[config.mk]
export PLATFORM = sky130hd
export DESIGN_NAME = tick_countdown
export DESIGN_NICKNAME = d
export VERILOG_FILES = /design/src/rtl/tick_countdown.sv
export SDC_FILE = /design/constraint.sdc
export NUM_CORES = 1
export LEC_CHECK = 0
export CORE_MARGIN = 5
export CORE_UTILIZATION = 45
export DETAILED_ROUTE_END_ITERATION = 7
export PLACE_DENSITY = 0.72
export SLEW_MARGIN = 0
export SYNTH_ARGS = -nofsm -noshare
export SYNTH_HDL_FRONTEND = slang
export SYNTH_SLANG_ARGS = --single-unit
export TNS_END_PERCENT = 5
[constraint.sdc]
create_clock -name clk -period 4.1 [get_ports clk]
set_input_delay 0.82 -clock clk [delete_from_list [all_inputs] [get_ports clk]]
set_output_delay 0.82 -clock clk [all_outputs]
set_load 0.02 [all_outputs]
[src/rtl/tick_countdown.sv]
// tick_countdown: loadable down-counting timer driven by single-cycle tick strobes.
// Counts a programmed number of ticks, then raises a one-cycle expired pulse.
// Supports pause/resume, abort-to-preset and optional auto-reload.
module tick_countdown #(
    parameter int unsigned MAX_COUNT = 99,
    parameter int unsigned NBITS     = $clog2(MAX_COUNT + 1)
) (
    input  logic             clk,
    input  logic             rst,
    input  logic             tick,
    input  logic             load,
    input  logic [NBITS-1:0] load_data,
    input  logic             start,
    input  logic             stop,
    input  logic             clear,
    input  logic             reload_en,
    output logic [NBITS-1:0] remaining,
    output logic             running,
    output logic             paused,
    output logic             done,
    output logic             expired
);

    typedef enum logic [1:0] {
        S_IDLE  = 2'd0,
        S_RUN   = 2'd1,
        S_PAUSE = 2'd2,
        S_DONE  = 2'd3
    } state_e;

    localparam logic [NBITS-1:0] MaxVal = NBITS'(MAX_COUNT);
    localparam logic [NBITS-1:0] One    = NBITS'(1);

    state_e           state_q, state_d;
    logic [NBITS-1:0] preset_q, preset_d;
    logic [NBITS-1:0] remaining_q, remaining_d;
    logic             expired_q, expired_d;
    logic             running_q, paused_q, done_q;
    logic [NBITS-1:0] load_sat_c;

    // Saturate the programmed count to MAX_COUNT
    always_comb begin
        load_sat_c = (load_data > MaxVal) ? MaxVal : load_data;
    end

    // Next-state logic in command priority order: clear > load > start/stop > tick
    always_comb begin
        state_d     = state_q;
        preset_d    = preset_q;
        remaining_d = remaining_q;
        expired_d   = 1'b0;

        if (clear) begin
            state_d     = S_IDLE;
            remaining_d = preset_q;
        end else if (load && (state_q != S_RUN)) begin
            preset_d    = load_sat_c;
            remaining_d = load_sat_c;
            state_d     = S_IDLE;
        end else begin
            case (state_q)
                S_IDLE: begin
                    if (start && (remaining_q != '0)) begin
                        state_d = S_RUN;
                    end
                end
                S_PAUSE: begin
                    if (start) begin
                        state_d = S_RUN;
                    end
                end
                S_DONE: begin
                    if (start && (preset_q != '0)) begin
                        state_d     = S_RUN;
                        remaining_d = preset_q;
                    end
                end
                S_RUN: begin
                    if (tick && (remaining_q <= One)) begin
                        // Terminal tick: pulse, then reload or finish
                        expired_d = 1'b1;
                        if (reload_en) begin
                            remaining_d = preset_q;
                            state_d     = stop ? S_PAUSE : S_RUN;
                        end else begin
                            remaining_d = '0;
                            state_d     = S_DONE;
                        end
                    end else begin
                        if (tick) begin
                            remaining_d = remaining_q - One;
                        end
                        if (stop) begin
                            state_d = S_PAUSE;
                        end
                    end
                end
                default: state_d = S_IDLE;
            endcase
        end
    end

    // State and registered outputs, synchronous active-high reset
    always_ff @(posedge clk) begin
        if (rst) begin
            state_q     <= S_IDLE;
            preset_q    <= '0;
            remaining_q <= '0;
            expired_q   <= 1'b0;
            running_q   <= 1'b0;
            paused_q    <= 1'b0;
            done_q      <= 1'b0;
        end else begin
            state_q     <= state_d;
            preset_q    <= preset_d;
            remaining_q <= remaining_d;
            expired_q   <= expired_d;
            running_q   <= (state_d == S_RUN);
            paused_q    <= (state_d == S_PAUSE);
            done_q      <= (state_d == S_DONE);
        end
    end

    assign remaining = remaining_q;
    assign running   = running_q;
    assign paused    = paused_q;
    assign done      = done_q;
    assign expired   = expired_q;

endmodule
==> results of run 1 <==
cell usage in the layout (no fill, tap or decap), types with 3 or more instances in the layout:
cell type,count
a211oi_1,5
inv_1,7
clkdlybuf4s50_1,25
a311oi_2,3
xor2_1,3
nand3_1,4
o21a_1,3
nand2_1,17
o21bai_1,3
nor3_1,4
clkbuf_4,3
a21oi_1,12
nor2_1,12
a21boi_0,3
dfxtp_1,20
power by group:
| part | switching, W | internal, W | total (W) |
|---|---|---|---|
| Sequential | 0.0000149 | 0.000204 | 0.000219 |
| Combinational | 0.0000618 | 0.0000562 | 0.000118 |
| Clock | 0.0000681 | 0.0000988 | 0.000167 |
worst register-to-register path: cells and delay by family, from the launching register on:
| kind | cells | cell delay (ns) |
|---|---|---|
| buffers and inverters | 1 | 0.11 |
| xor gates and xnor gates | 1 | 0.12 |
| and+or+nand+nor | 2 | 0.72 |
| AOI/OAI and AO/OA | 2 | 0.51 |
| adders and majority gates | 1 | 0.21 |
| DFF | 1 | 0.39 |
registers in the layout (all words and copies together), names as in the netlist:
name and cells:
done 1, running 1, preset_q 7, state_q 2, expired 1, paused 1
remaining 7
path summary, 6_finish.rpt:
path	startpoint	cells after the start	to
max	tick	6	remaining[3]
min	preset_q[2]	2	preset_q[2]
max reg2reg	remaining[0]	7	remaining[6]
min reg2reg	preset_q[2]	2	preset_q[2]
routing by layer:
metal  GRT usage (%)  vias to the layer above  routed length [µm]
met5               0                        -                   0
met4            5.57                        0                  22
met3            2.73                        2                 119
met2            25.7                       25                1330
met1            25.7                      493                1450
li1                -                      538                   -
area by class of cell:
type	instances	area (µm²)
fill	225	991
multi-input combinational	100	719
sequential	20	400
timing repair buffer	25	250
tap	30	37.5
clock inverter	1	30.0
inverter	7	26.3
clock buffer	3	22.5
per-stage QoR:
stage	setup slack [ns]	hold slack (ns)	utilization, %	area, µm²	power [W]
floorplan	2.12	0.449	-	1170	0.000297
global placement	1.37	0.472	57.9	1430	0.000337
detailed placement	1.37	0.471	57.9	1430	0.000340
CTS	1.62	0.490	60.0	1490	0.000504
global route	1.51	0.520	60.0	1490	0.000529
finish	1.64	0.490	60.0	1490	0.000504
synthesized netlist by cell type, types with 2 or more instances:
cell	instances	area, µm²
nand3_1	4	20.0
a211oi_1	5	37.5
a21oi_1	12	60.1
dfxtp_1	20	400
nand2_1	17	63.8
o21a_1	3	22.5
ha_1	2	25.0
a31oi_1	2	12.5
nor2_1	12	45.0
nor3_1	4	20.0
inv_1	7	26.3
xor2_1	3	26.3
clkbuf_1	3	11.3
or3_1	2	12.5
a21boi_0	3	22.5
a311oi_2	3	45.0
a211oi_2	2	25.0
o21bai_1	3	22.5
logic make-up after synthesis:
group	after synthesis	share of synthesized area [%]
flip-flops	20	34.1
adder cells (fa/ha/maj)	2	2.13
buffers and inverters	12	4.58
AND/OR/NAND/NOR	52	24.7
AO/OA/AOI/OAI	43	32.2
XOR/XNOR	3	2.24
==> reports/results.tsv, run 1 <==
stage	metric	value	unit
power	p_per_area	339	mW/mm²
worst_setup_path	critPathMaxStageDelay	0.50	ns
worst_setup_path	worstPathRequired	4.30	ns
global_routing	grt_pass1_wl	4830	µm
cts	htree_levels	1	
finish	syn_to_final_growth	26.7	%
power	ir_drop	0.000184	V
timing	max_freq	406	MHz
synth	synth_seq_cells	20	
job	maxCapViolations	0	
synth	synth_cell_types	43	
status	status	complete, no violations	
worst_setup_path	cp_slowest_cell	clkdlybuf4s50_1	
global_routing	grt_pass1_vias	982	
route	routedWlPerCell	15.7	µm
worst_setup_path	crit_chain	clkdlybuf4s50_1, nor4b_4, nand3_2, o31ai_4, nand2_1, a311oi_2	
place	portBuffers	25	
worst_setup_path	path_max_fanout	7	
timing	setup_tns	0	ns
cts	clockBufferDepth	2	
worst_setup_path	path_buf_inv	1	
worst_setup_path	critPathArrivalTime	2.67	ns
synth	async_reset_ff_share	0	%
timing	rsz0062_at_grt	false	
route	antenna_left	0	
cts	cts-resized-gates	0	
cts	cts_root_buffer	clkbuf_4	
finish	layout-drive-gt1-share	12.2	%
floorplanning	start_util	47.4	%
place	hpwl	2220	µm
floorplanning	core_area	0.00248	mm²
cts	post_cts_buffers	0	
timing	setup_violations	0	
route	drc_errors	0	
cts	clock_latency	0.31	ns
global_routing	grt_use_total	17.4	%
finish	antenna_cells	0	
worst_setup_path	crit_family	compound AO/OA/AOI/OAI gates	
route	drtPass1Iterations	6	
route	via_per_inst	5.69	
synth	ys_seq_area_share	34.1	%
timing	fin_crit_sh	60.1	%
floorplanning	die_x	61.1	µm
worst_setup_path	end_kind	flop	
floorplanning	num_rows	18	
global_routing	grt_overflow	0	
synth	synth_ff_type	dfxtp_1	
min_path	hold_path_class	reg2reg	
timing	fin_skew	0.00936	ns
cts	holdBufCountCts	0	
synth	synth_edf_count	0	
timing	final_max_slew_viol_count	0	
route	vias	1058	
global_routing	grt_max_degree	19	
timing	relSlewSlack	48.0	%
timing	period_minus_slack	2.46	ns
finish	stdcell_count	186	
synth	synth_nets	149	
synth	synth_area	0.00117	mm²
route	wl	2920	µm
timing	tightest_slew	0.778	ns
floorplanning	pin_count	26	
worst_setup_path	crit_type	in2reg	
worst_setup_path	startpoint_type	primary input	
floorplanning	die_h	61.1	µm
synth	yosysWarningCount	0	
power	p_leak	0.515	nW
synth	synth_cells	132	
cts	cts_tree	yes	
cts	path_clk_slew	0.13	ns
global_routing	antenna_found_initial	0	
finish	nets	174	
cts	numCtsBuffers	3	
cts	cts.sinks	20	
place	gp_congestion	0.812	
synth	avgSynthCellArea	8.89	µm²
floorplanning	dieArea	0.00373	mm²
timing	hold_viol	0	
route	drt_iter0_drc	61	
worst_setup_path	r2r_setup_slack	1.91	ns
place	dp_cells	182	
(Power assumes the default switching activity.)
==> run 2, diff against run 1 <==
--- a/config.mk
+++ b/config.mk
@@ -6,9 +6,9 @@
 export NUM_CORES = 1
 export LEC_CHECK = 0
 export CORE_MARGIN = 5
-export CORE_UTILIZATION = 45
+export CORE_UTILIZATION = 44
 export DETAILED_ROUTE_END_ITERATION = 7
-export PLACE_DENSITY = 0.72
+export PLACE_DENSITY = 0.74
 export SLEW_MARGIN = 0
 export SYNTH_ARGS = -nofsm -noshare
 export SYNTH_HDL_FRONTEND = slang
==> constraint.sdc (replaced) <==
create_clock -name clk -period 2.2 [get_ports clk]
set_input_delay 0.44 -clock clk [delete_from_list [all_inputs] [get_ports clk]]
set_output_delay 0.44 -clock clk [all_outputs]
set_load 0.02 [all_outputs]
==> reports/results.tsv, run 2 (same netlist as run 1, synthesis figures left out) <==
stage	metric	value	unit	change
finish	nets	180		+3.4%
floorplanning	die_x	61.6	µm	+0.94%
cts	cts_tree	yes		
finish	nFillCells	234		+4.0%
route	vias	1083		+2.4%
timing	rsz0062_at_grt	false		
floorplanning	dieArea	0.00380	mm²	+1.9%
worst_setup_path	end_kind	flop		
route	routedWlPerCell	14.5	µm	-7.6%
route	antenna_left	0		unchanged
timing	fin_crit_sh	93.5	%	
place	gp_congestion	0.846		+4.2%
global_routing	grt_overflow	0		unchanged
cts	clockBufferDepth	2		unchanged
worst_setup_path	crit_path_end	remaining[6]		
timing	setup_violations	0		unchanged
cts	clock_latency	0.30	ns	about the same
floorplanning	die_h	61.6	µm	+0.94%
global_routing	grt_max_degree	18		-1
power	p_per_area	563	mW/mm²	+66%
job	maxCapViolations	0		unchanged
status	status	complete, no violations		
worst_setup_path	crit_type	reg2reg		
cts	htree_levels	1		unchanged
route	via_per_inst	5.64		-0.84%
timing	relSlewSlack	51.2	%	+3.2 points
route	drtPass1Iterations	6		unchanged
finish	final_common_cell	clkdlybuf4s50_1		
floorplanning	num_rows	18		unchanged
worst_setup_path	worstPathRequired	2.36	ns	-1.94 ns
floorplanning	core_area	0.00252	mm²	+1.8%
place	hpwl	2190	µm	-1.3%
cts	holdBufCountCts	0		unchanged
power	ir_drop	0.000392	V	+110%
timing	tightest_slew	0.730	ns	-0.0481 ns
timing	period_minus_slack	2.06	ns	
route	wl	2780	µm	-4.6%
floorplanning	pin_count	26		unchanged
worst_setup_path	timing.rr.start	remaining[0]		
route	drc_errors	0		unchanged
timing	setup_tns	0	ns	unchanged
cts	cts-resized-gates	0		unchanged
timing	max_freq	486	MHz	
min_path	hold_path_class	reg2reg		
cts	cts_root_buffer	clkbuf_4		
worst_setup_path	r2r_end	remaining[6]		
cts	path_clk_slew	0.12	ns	about the same
finish	final_cell_mix	clkdlybuf4s50_1, dfxtp_1, nand2_1		
worst_setup_path	path_max_fanout	7		unchanged
finish	antenna_cells	0		unchanged
finish	syn_to_final_growth	29.1	%	
global_routing	grt_pass1_wl	4570	µm	-5.3%
floorplanning	start_util	46.5	%	-0.85 points
global_routing	antenna_found_initial	0		unchanged
worst_setup_path	startpoint_type	flop		
finish	layout-drive-gt1-share	15.4	%	+3.3 points
timing	fin_skew	0.0108	ns	+0.00143 ns
timing	final_max_slew_viol_count	0		unchanged
place	dp_slack	0.00767	ns	-1.37 ns
power	p_leak	0.537	nW	+4.2%
timing	hold_viol	0		unchanged
cts	cts.sinks	20		unchanged
route	drt_iter0_drc	88		+44%
worst_setup_path	cp-startpoint	remaining[0]		
place	portBuffers	25		unchanged
cts	post_cts_buffers	0		unchanged
worst_setup_path	critPathArrivalTime	2.21	ns	-0.46 ns
worst_setup_path	r2r_setup_slack	0.14	ns	-1.77 ns
worst_setup_path	ff2ff_path_depth	7		unchanged
cts	numCtsBuffers	3		unchanged
timing	layout_setup_ws	0.143	ns	-1.49 ns
global_routing	grt_pass1_vias	981		-0.10%
global_routing	grt_use_total	16.3	%	-1.1 points
-- run 2: worst min-delay path by stage --
stage                      startpoint          end  slack [ns]  cells after the start
after global routing      preset_q[4]  preset_q[4]        0.52                      2
after global placement    preset_q[2]  preset_q[2]        0.47                      2
after CTS                 preset_q[4]  preset_q[4]        0.50                      2
final                     preset_q[4]  preset_q[4]        0.50                      2
after floorplan           preset_q[5]  preset_q[5]        0.45                      2
after detailed placement  preset_q[2]  preset_q[2]        0.48                      2
-- run 2: where the power goes --
group / leakage (nW) / switching [W] / total, W / internal, W
Clock: 0.0210 / 0.000114 / 0.000215 / 0.000101
Sequential: 0.163 / 0.0000277 / 0.000408 / 0.000381
Combinational: 0.353 / 0.000115 / 0.000229 / 0.000114
-- run 2: final cells by class --
| type | instances | area, µm² | area share, % |
|---|---|---|---|
| Multi-Input combinational cell | 100 | 719 | 47.5 |
| Sequential cell | 20 | 400 | 26.4 |
| Timing Repair Buffer | 31 | 295 | 19.5 |
| Tap cell | 30 | 37.5 | 2.48 |
| Clock buffer | 4 | 36.3 | 2.39 |
| Inverter | 7 | 26.3 | 1.73 |
-- run 2: worst max-delay path, stage by stage, from the launching register on --
cell and delay [ns]:
dfxtp_1 0.38, inv_1 0.09, ha_1 0.20, or3b_2 0.49
nor3_1 0.22, xor2_1 0.11, a222oi_1 0.32, a211oi_2 0.11
-- run 2: through the flow --
step	utilization [%]	hold slack [ns]	area, µm²	cells	total power [W]
floorplan	-	0.449	1170	132	0.000554
global placement	58.6	0.471	1480	188	0.000642
detailed placement	58.6	0.475	1480	188	0.000644
CTS	60.1	0.500	1520	192	0.000857
global route	60.1	0.519	1520	192	0.000903
finish	60.1	0.500	1520	192	0.000852
-- run 2: per-layer routing --
| layer | vias up | global-route usage, % | wire length (µm) |
|---|---|---|---|
| met5 | - | 0 | 0 |
| met2 | 39 | 24.5 | 1270 |
| met1 | 494 | 23.0 | 1250 |
| met3 | 2 | 3.35 | 248 |
| li1 | 548 | - | - |
| met4 | 0 | 5.45 | 22 |
==> run 3, diff against run 2 <==
--- a/config.mk
+++ b/config.mk
@@ -9,6 +9,7 @@
 export CORE_UTILIZATION = 44
 export DETAILED_ROUTE_END_ITERATION = 7
 export PLACE_DENSITY = 0.74
+export REMOVE_ABC_BUFFERS = 1
 export SLEW_MARGIN = 0
 export SYNTH_ARGS = -nofsm -noshare
 export SYNTH_HDL_FRONTEND = slang
==> reports/results.tsv, run 3 (same netlist as run 1, synthesis figures left out) <==
stage	metric	value	unit	change
status	status	complete, no violations		
finish	nFillCells	229		-2.1%
cts	holdBufCountCts	0		unchanged
finish	syn_to_final_growth	29.2	%	about the same
worst_setup_path	crit_type	reg2reg		
finish	final_cell_mix	clkdlybuf4s50_1, dfxtp_1, nand2_1		
power	p_per_area	534	mW/mm²	-5.1%
power	internal_power	0.000562	W	-5.7%
route	wl	2830	µm	+1.6%
cts	cts.sinks	20		unchanged
floorplanning	core_area	0.00252	mm²	unchanged
worst_setup_path	crit_chain	inv_1, ha_1, or3b_2, nor3_1, xor2_1, a222oi_1, a211oi_2		
power	switching_share	30.6	%	+0.54 points
min_path	hold_path_class	reg2reg		
timing	period_minus_slack	2.01	ns	-0.0424 ns
timing	relSlewSlack	70.0	%	+19 points
power	power.total	0.000810	W	-5.0%
timing	setup_violations	0		unchanged
power	switching_power	0.000248	W	-3.3%
route	drc_errors	0		unchanged
finish	nets	182		+1.1%
floorplanning	die_x	61.6	µm	unchanged
worst_setup_path	end_kind	flop		
power	seqPwrFrac	50.1	%	+2.2 points
route	drt_iter0_drc	75		-15%
floorplanning	num_rows	18		unchanged
timing	fin_crit_sh	91.6	%	-1.9 points
power	p_leak	0.539	nW	+0.47%
route	antenna_left	0		unchanged
floorplanning	start_util	46.5	%	unchanged
route	routedWlPerCell	14.7	µm	+1.1%
cts	cts-resized-gates	0		unchanged
place	portBuffers	25		unchanged
floorplanning	pin_count	26		unchanged
global_routing	grt_pass1_vias	1074		+9.5%
global_routing	grt_overflow	0		unchanged
timing	hold_viol	0		unchanged
cts	path_clk_slew	0.11	ns	about the same
floorplanning	die_h	61.6	µm	unchanged
timing	rsz0062_at_grt	false		
finish	antenna_cells	0		unchanged
global_routing	grt_pass1_wl	4860	µm	+6.3%
power	ir_drop	0.000384	V	-2.0%
finish	final_common_cell	clkdlybuf4s50_1		
cts	cts_root_buffer	clkbuf_4		
place	hpwl	2260	µm	+3.3%
timing	final_max_slew_viol_count	0		unchanged
route	vias	1093		+0.92%
cts	post_cts_buffers	0		unchanged
power	pwr-share-comb	29.1	%	+2.2 points
place	placed_area	0.00149	mm²	+1.0%
job	maxCapViolations	0		unchanged
worst_setup_path	path_max_fanout	6		-1
place	gp_congestion	0.855		+1.0%
cts	numCtsBuffers	3		unchanged
timing	fin_skew	0.0104	ns	-0.000358 ns
route	via_per_inst	5.66		+0.40%
cts	clock_latency	0.30	ns	about the same
worst_setup_path	startpoint_type	flop		
timing	max_freq	496	MHz	+2.1%
timing	tightest_slew	0.448	ns	-0.282 ns
worst_setup_path	cp_slowest_cell	or3b_2		
worst_setup_path	worstPathRequired	2.39	ns	+0.03 ns
global_routing	grt_max_degree	18		unchanged
floorplanning	dieArea	0.00380	mm²	unchanged
route	drtPass1Iterations	4		-2
global_routing	antenna_found_initial	0		unchanged
cts	clockBufferDepth	2		unchanged
cts	htree_levels	1		unchanged
worst_setup_path	critPathMaxStageDelay	0.49	ns	about the same
finish	layout-drive-gt1-share	16.0	%	+0.52 points
cts	cts_tree	yes		
worst_setup_path	critPathArrivalTime	2.20	ns	about the same
finish	fin_area	0.00152	mm²	about the same
global_routing	grt_use_total	17.4	%	+1.2 points
power	p_clk_share	20.7	%	-4.5 points
==> run 3: cell count changes in the layout (fill, tap and decap cells not counted) <==
cell and change:
buf_4 +2, clkbuf_8 -1
==> run 3: path summary, 6_finish.rpt <==
kind                              startpoint           end  slack [ns]  depth (start not counted)
worst min-delay path             preset_q[2]   preset_q[2]        0.50                          2
worst min register to register   preset_q[2]   preset_q[2]        0.50                          2
worst max-delay path            remaining[1]  remaining[6]        0.19                          7
worst max register to register  remaining[1]  remaining[6]        0.19                          7
==> run 3: final cells by class <==
cell class | count | area, µm² | area share (%)
Clock buffer | 3 | 22.5 | 1.49
Tap cell | 30 | 37.5 | 2.48
Timing Repair Buffer | 33 | 310 | 20.5
Multi-Input combinational cell | 100 | 719 | 47.4
Sequential cell | 20 | 400 | 26.4
Inverter | 7 | 26.3 | 1.73
==> run 3: critical path: cells and delay by family (launching register included) <==
family,cells,cell delay (ns)
buffers and inverters,1,0.09
AO/OA/AOI/OAI,2,0.45
flip-flops,1,0.37
XOR/XNOR,1,0.12
adder cells (fa/ha/maj),1,0.20
AND/OR/NAND/NOR,2,0.67
==> run 3: metrics by stage <==
step | util [%] | TNS, ns | hold slack [ns] | cells | worst slack (ns)
after floorplan | - | 0 | 0.443 | 127 | 0.227
after global placement | 59.2 | 0 | 0.480 | 190 | 0.0239
after detailed placement | 59.2 | -0.00329 | 0.488 | 190 | -0.00329
after CTS | 60.1 | 0 | 0.504 | 193 | 0.180
after global routing | 60.1 | 0 | 0.515 | 193 | 0.0101
final | 60.1 | 0 | 0.503 | 193 | 0.186
==> run 3: metal layers <==
| layer | share of wire (%) | global-route usage, % | vias up |
|---|---|---|---|
| met2 | 46 | 26.3 | 23 |
| met4 | 0.92 | 6.36 | 0 |
| met3 | 4.2 | 3.35 | 4 |
| met5 | 0 | 0 | - |
| met1 | 48 | 24.6 | 511 |
| li1 | - | - | 555 |
==> run 3: power groups by stage <==
stage	registers (W)	clock network [W]	logic (W)
CTS	0.000406	0.000175	0.000236
floorplan	0.000424	0	0.000122
global route	0.000410	0.000190	0.000259
detailed placement	0.000415	0	0.000235
global placement	0.000413	0	0.000232
finish	0.000406	0.000168	0.000236
